<file path="config.mk">
export PLATFORM = sky130hd
export DESIGN_NAME = fifo_wr_arbiter
export DESIGN_NICKNAME = d
export VERILOG_FILES = /design/src/rtl/fifo_wr_arbiter_pkg.sv /design/src/rtl/fifo_wr_arbiter_rr_pick.sv /design/src/rtl/fifo_wr_arbiter.sv
export SDC_FILE = /design/constraint.sdc
export NUM_CORES = 1
export LEC_CHECK = 0
export BUFFER_PORTS_ARGS = -buffer_cell sky130_fd_sc_hd__buf_2
export CORE_ASPECT_RATIO = 1.5
export CORE_MARGIN = 5
export CORE_UTILIZATION = 40
export CTS_CLUSTER_DIAMETER = 80
export DETAILED_ROUTE_END_ITERATION = 8
export GPL_ROUTABILITY_DRIVEN = 0
export GPL_TIMING_DRIVEN = 0
export PLACE_DENSITY_LB_ADDON = 0.1
export SYNTH_ARGS = -nofsm -noshare
export SYNTH_HDL_FRONTEND = slang
export SYNTH_HIERARCHICAL = 1
export SYNTH_SLANG_ARGS = --single-unit
</file>
<file path="constraint.sdc">
create_clock -name wclk -period 1.5 [get_ports wclk]
set_input_delay 0.15 -clock wclk [delete_from_list [all_inputs] [get_ports wclk]]
set_output_delay 0.15 -clock wclk [all_outputs]
set_load 0.05 [all_outputs]
</file>
<file path="src/rtl/fifo_wr_arbiter_pkg.sv">
// fifo_wr_arb_defs: shared definitions for the FIFO write-side arbiter.
// Holds the two-state write FSM encoding used by fifo_wr_arbiter.
package fifo_wr_arb_defs;

  typedef enum logic {
    ST_IDLE = 1'b0,
    ST_PUSH = 1'b1
  } arb_state_e;

endpackage

</file>
<file path="src/rtl/fifo_wr_arbiter_rr_pick.sv">
// rr_pick: combinational round-robin selector.
// Ports: req (request vector), last (previous winner),
//        pick (first requester after last, wrapping), any_req (|req).
module rr_pick #(
  parameter  int NUM_REQ = 2,
  localparam int IDW     = $clog2(NUM_REQ)
) (
  input  logic [NUM_REQ-1:0] req,
  input  logic [IDW-1:0]     last,
  output logic [IDW-1:0]     pick,
  output logic               any_req
);

  logic found;
  int   idx;

  // Walk last+1, last+2, ... with wrap; the first
  // requester seen wins, so last itself has lowest
  // priority.
  always_comb begin
    pick  = '0;
    found = 1'b0;
    idx   = 0;
    for (int k = 1; k <= NUM_REQ; k++) begin
      idx = int'(last) + k;
      if (idx >= NUM_REQ)
        idx = idx - NUM_REQ;
      if (!found && req[idx]) begin
        pick  = idx[IDW-1:0];
        found = 1'b1;
      end
    end
  end

  assign any_req = |req;

endmodule

</file>
<file path="src/rtl/fifo_wr_arbiter.sv">
// fifo_wr_arbiter: round-robin scheduler for one async-FIFO write port.
// Ports: wclk/wrst, req_valid/req_data/req_ready (requesters), wfull,
//        winc/wr_data (FIFO), grant_id, busy, full_stall_cnt (status).
module fifo_wr_arbiter
  import fifo_wr_arb_defs::*;
#(
  parameter  int NUM_REQ    = 2,
  parameter  int DATA_WIDTH = 8,
  parameter  int CNT_WIDTH  = 16,
  localparam int IDW        = $clog2(NUM_REQ)
) (
  input  logic                          wclk,
  input  logic                          wrst,
  input  logic [NUM_REQ-1:0]            req_valid,
  input  logic [NUM_REQ*DATA_WIDTH-1:0] req_data,
  output logic [NUM_REQ-1:0]            req_ready,
  input  logic                          wfull,
  output logic                          winc,
  output logic [DATA_WIDTH-1:0]         wr_data,
  output logic [IDW-1:0]                grant_id,
  output logic                          busy,
  output logic [CNT_WIDTH-1:0]          full_stall_cnt
);

  arb_state_e            state_q, state_d;
  logic [NUM_REQ-1:0]    ready_q, ready_d;
  logic [DATA_WIDTH-1:0] data_q, data_d;
  logic [IDW-1:0]        gid_q, gid_d;
  logic [CNT_WIDTH-1:0]  cnt_q, cnt_d;

  logic [IDW-1:0] pick;
  logic           any_req;
  logic           stall;

  rr_pick #(
    .NUM_REQ (NUM_REQ)
  ) u_pick (
    .req     (req_valid),
    .last    (gid_q),
    .pick    (pick),
    .any_req (any_req)
  );

  assign stall = any_req && wfull;

  always_comb begin
    state_d = state_q;
    ready_d = '0;
    data_d  = data_q;
    gid_d   = gid_q;
    cnt_d   = cnt_q;

    if (stall && (cnt_q != '1))
      cnt_d = cnt_q + CNT_WIDTH'(1);

    unique case (state_q)
      ST_IDLE: begin
        // wfull is only trusted here: the cycle
        // after a push the pointer has settled.
        if (!wfull && any_req) begin
          state_d       = ST_PUSH;
          ready_d[pick] = 1'b1;
          data_d        = req_data[int'(pick)*DATA_WIDTH +: DATA_WIDTH];
          gid_d         = pick;
        end
      end
      ST_PUSH: begin
        // Forced low cycle keeps winc edge-detectable.
        state_d = ST_IDLE;
      end
      default: state_d = ST_IDLE;
    endcase
  end

  always_ff @(posedge wclk) begin
    if (wrst) begin
      state_q <= ST_IDLE;
      ready_q <= '0;
      data_q  <= '0;
      gid_q   <= IDW'(NUM_REQ - 1);
      cnt_q   <= '0;
    end else begin
      state_q <= state_d;
      ready_q <= ready_d;
      data_q  <= data_d;
      gid_q   <= gid_d;
      cnt_q   <= cnt_d;
    end
  end

  assign winc           = (state_q == ST_PUSH);
  assign busy           = (state_q == ST_PUSH);
  assign req_ready      = ready_q;
  assign wr_data        = data_q;
  assign grant_id       = gid_q;
  assign full_stall_cnt = cnt_q;

endmodule

</file>
==> metrics.txt <==
slack of the critical path -0.07132 ns; clock insertion delay at the later pin of the skew report between 0.2 and 0.3 ns; Crit Path Max Fanout 3; Fmax achieved ~640 MHz; met2 usage 0.3398; final instance area 2098 um2; First-pass DRT Iterations 4; number of synthesized flops with an enable pin 0; logic gate share of total power 0.163; post-synthesis cell area 1320 um2; hold_sp req_data[2]; vias in the first global route 1451; worst clock skew between 0.005 and 0.006 ns; Max Cap Viol 0; Post-Synthesis Cells 149; CTS tree yes; switching share of power 0.2875; NumNets Final 252; layout cell share with drive strength beyond 1 0.5546; share of the synthesized area in the top cell type 0.4246; Clock Tree Root clkbuf_8; GRT overflow 0; total die area between 4000 and 5000 um2; Reg-to-Reg Start full_stall_cnt[0]; met3 usage 0.02894; Avg Inst Size Synth roughly 8.9 um2; combined area of the multi-input logic cells ~860 um2; Reg area between 600 and 700 um2; Final Non-Filler Cells 269; Initial Utilization 0.4178; outcome finished with violations; Inst Count DP 238; H-tree Lvls 1; Ant. Diodes 0; crit end category register; crit start category register; total internal power 1.053 mW; total nets after synthesis 171; final routed DRC violation total 0; crit share post-route 1.048; R2R Setup Slk -0.07 ns; Psw between 0.4 and 0.5 mW; core footprint approximately 3200 um2; DP Area roughly 1700 um2; register share of total power 0.512; antenna viol nets, final 0; setup violators final 9; Seq/Total Area, Yosys 0.4246; Slew Viols, Final 0; Leakage just over 0.9 nW; Worst-Margin Slew between 0.7 and 0.8 ns; clk sinks 28; Synth area leaders dfxtp_1 (42%), mux2i_1 (6.8%), a21oi_1 (5.3%); Async SR Flop Fraction 0; Worst slew margin 0.5213; WP data required between 1.5 and 2 ns; synth warn 6; DRC marker count from the first detailed-route iteration 14; I/O Buffers 49; Peak VDD IR 0.5579 mV; worst r2r dst full_stall_cnt[14]; Worst-path clk slew 0.10 ns; post-detail-place hpwl between 2000 and 3000 um; FP Rows 25; hold depth 3; routed len/inst between 15 and 20 um; area grow syn2layout 58.96%; largest net degree at the start of global routing 16; Worst Hold Path EP wr_data[2]; failing checks setup timing; initial antenna violation count 0; power share of the clock group 0.325; final wirelength between 4000 and 5000 um; worst hold path type in -> reg; IO Pins 50; Primary FF master, synth dfxtp_1; critical path class reg -> reg; Hold Buf Count CTS 0; GRT Max-Usage Layer met2; drt via density around 5.5; Period minus WS final 1.571 ns; first-pass GRT wire length roughly 6300 um; die width ~57 um; RSZ-0062 raised after global routing true; Yosys reg bits 28; Final Hold Vio Count 0; CTS Buffer Depth 2; dominant cell type by area after synthesis dfxtp_1; met1 Usage GRT 0.1703; GRT Util Overall 0.1695; Distinct cells, synth 32; r2r worst-path depth 5; fillcell total ~270; die height approximately 80 um; TritonCTS Buffers 3; PwrDens between 700 and 800 nW/um2; via count ~1500; Arr. time, crit path around 1.8 ns
==> cell usage in the layout (no fill, tap or decap), types with 5 or more instances in the layout <==
cell type   n
nand2_1    15
a21oi_1     9
buf_2      49
buf_4      23
dfxtp_1    12
o31ai_1     5
mux2i_1     9
o21ai_0    10
nor2_1      8
buf_6       6
dfxtp_4    16
nand4_1     6
a21oi_2     5
==> flip-flops by register name (all words and copies together) (netlist names) <==
| signal | cells |
|---|---|
| grant_id | 1 |
| wr_data | 8 |
| full_stall_cnt | 16 |
| req_ready | 2 |
| busy | 1 |
==> critical path, stage by stage (launching register included) <==
cell      delay, ns
dfxtp_4        0.38
ha_4           0.16
and3_4         0.22
o311ai_4       0.12
or4_4          0.50
a21oi_2        0.13
==> per-layer routing <==
layer | up-vias | part of all wire
met5 | - | 0
met4 | 0 | 0.017
met3 | 6 | 0.057
met2 | 49 | 0.56
met1 | 708 | 0.37
li1 | 714 | -
==> Yosys cell counts (all sizes together) (3+ instances only) <==
cell     n
a21oi   14
nor2     8
o31ai    7
or4      7
nor4     4
and2     3
or3      4
nand4    6
mux2i    9
clkbuf   4
o21ai   12
inv      3
nand2   17
nand3    5
dfxtp   28
==> repair_timing <==
| action | CTS | global route |
|---|---|---|
| gates cloned | 0 | 0 |
| pin swaps | 10 | 15 |
| endpoints found under the setup margin | 15 | 23 |
| setup buffers | 11 | 17 |
| gates resized for setup | 7 | 24 |
==> power by group through the flow <==
stage                     Combinational, mW  Sequential [mW]  Clock, mW
final                                 0.241            0.757      0.480
after CTS                             0.236            0.759      0.486
after global routing                  0.259            0.761      0.524
after global placement                0.223            0.776          0
after detailed placement              0.229            0.777          0
after floorplan                      0.0708            0.863          0
==> area by class of cell <==
cell class	count	area share
sequential	28	0.2958
multi-input combinational	113	0.4114
buffer	4	0.009541
inverter	3	0.005367
clock buffer	4	0.02624
tap	40	0.02385
timing repair buffer	77	0.2278
==> stage by stage <==
stage	worst slack, ns	util	hold slack, ns	TNS (ns)	total power [mW]
after floorplan	-0.1476	-	0.3351	-0.8720	0.9334
after global placement	-0.1950	0.5410	0.4233	-1.411	0.9990
after detailed placement	-0.2190	0.5410	0.4415	-1.919	1.006
final	-0.07132	0.6642	0.1388	-0.2699	1.478
after global routing	-0.1056	0.6642	0.1603	-0.9482	1.544
after CTS	-0.05051	0.5984	0.1416	-0.3005	1.481
==> how the worst max path moves through the flow <==
stage | from | end | slack [ns] | cells after the start
after global placement | full_stall_cnt[7] | full_stall_cnt[5] | -0.20 | 4
after floorplan | full_stall_cnt[4] | full_stall_cnt[5] | -0.15 | 4
final | full_stall_cnt[0] | full_stall_cnt[14] | -0.07 | 5
after global routing | full_stall_cnt[11] | full_stall_cnt[3] | -0.11 | 6
after detailed placement | full_stall_cnt[7] | full_stall_cnt[5] | -0.22 | 4
after CTS | full_stall_cnt[1] | full_stall_cnt[14] | -0.05 | 5
==> cells by family after synthesis <==
logic type | after synthesis | synth area share
buffers and inverters | 8 | 0.02559
AO/OA/AOI/OAI | 35 | 0.1564
flip-flops | 28 | 0.4246
adder cells (fa/ha/maj) | 1 | 0.009477
AND/OR/NAND/NOR | 65 | 0.2920
multiplexers | 11 | 0.08531
XOR/XNOR | 1 | 0.006636
No activity file was read; power rests on OpenSTA's default activity.
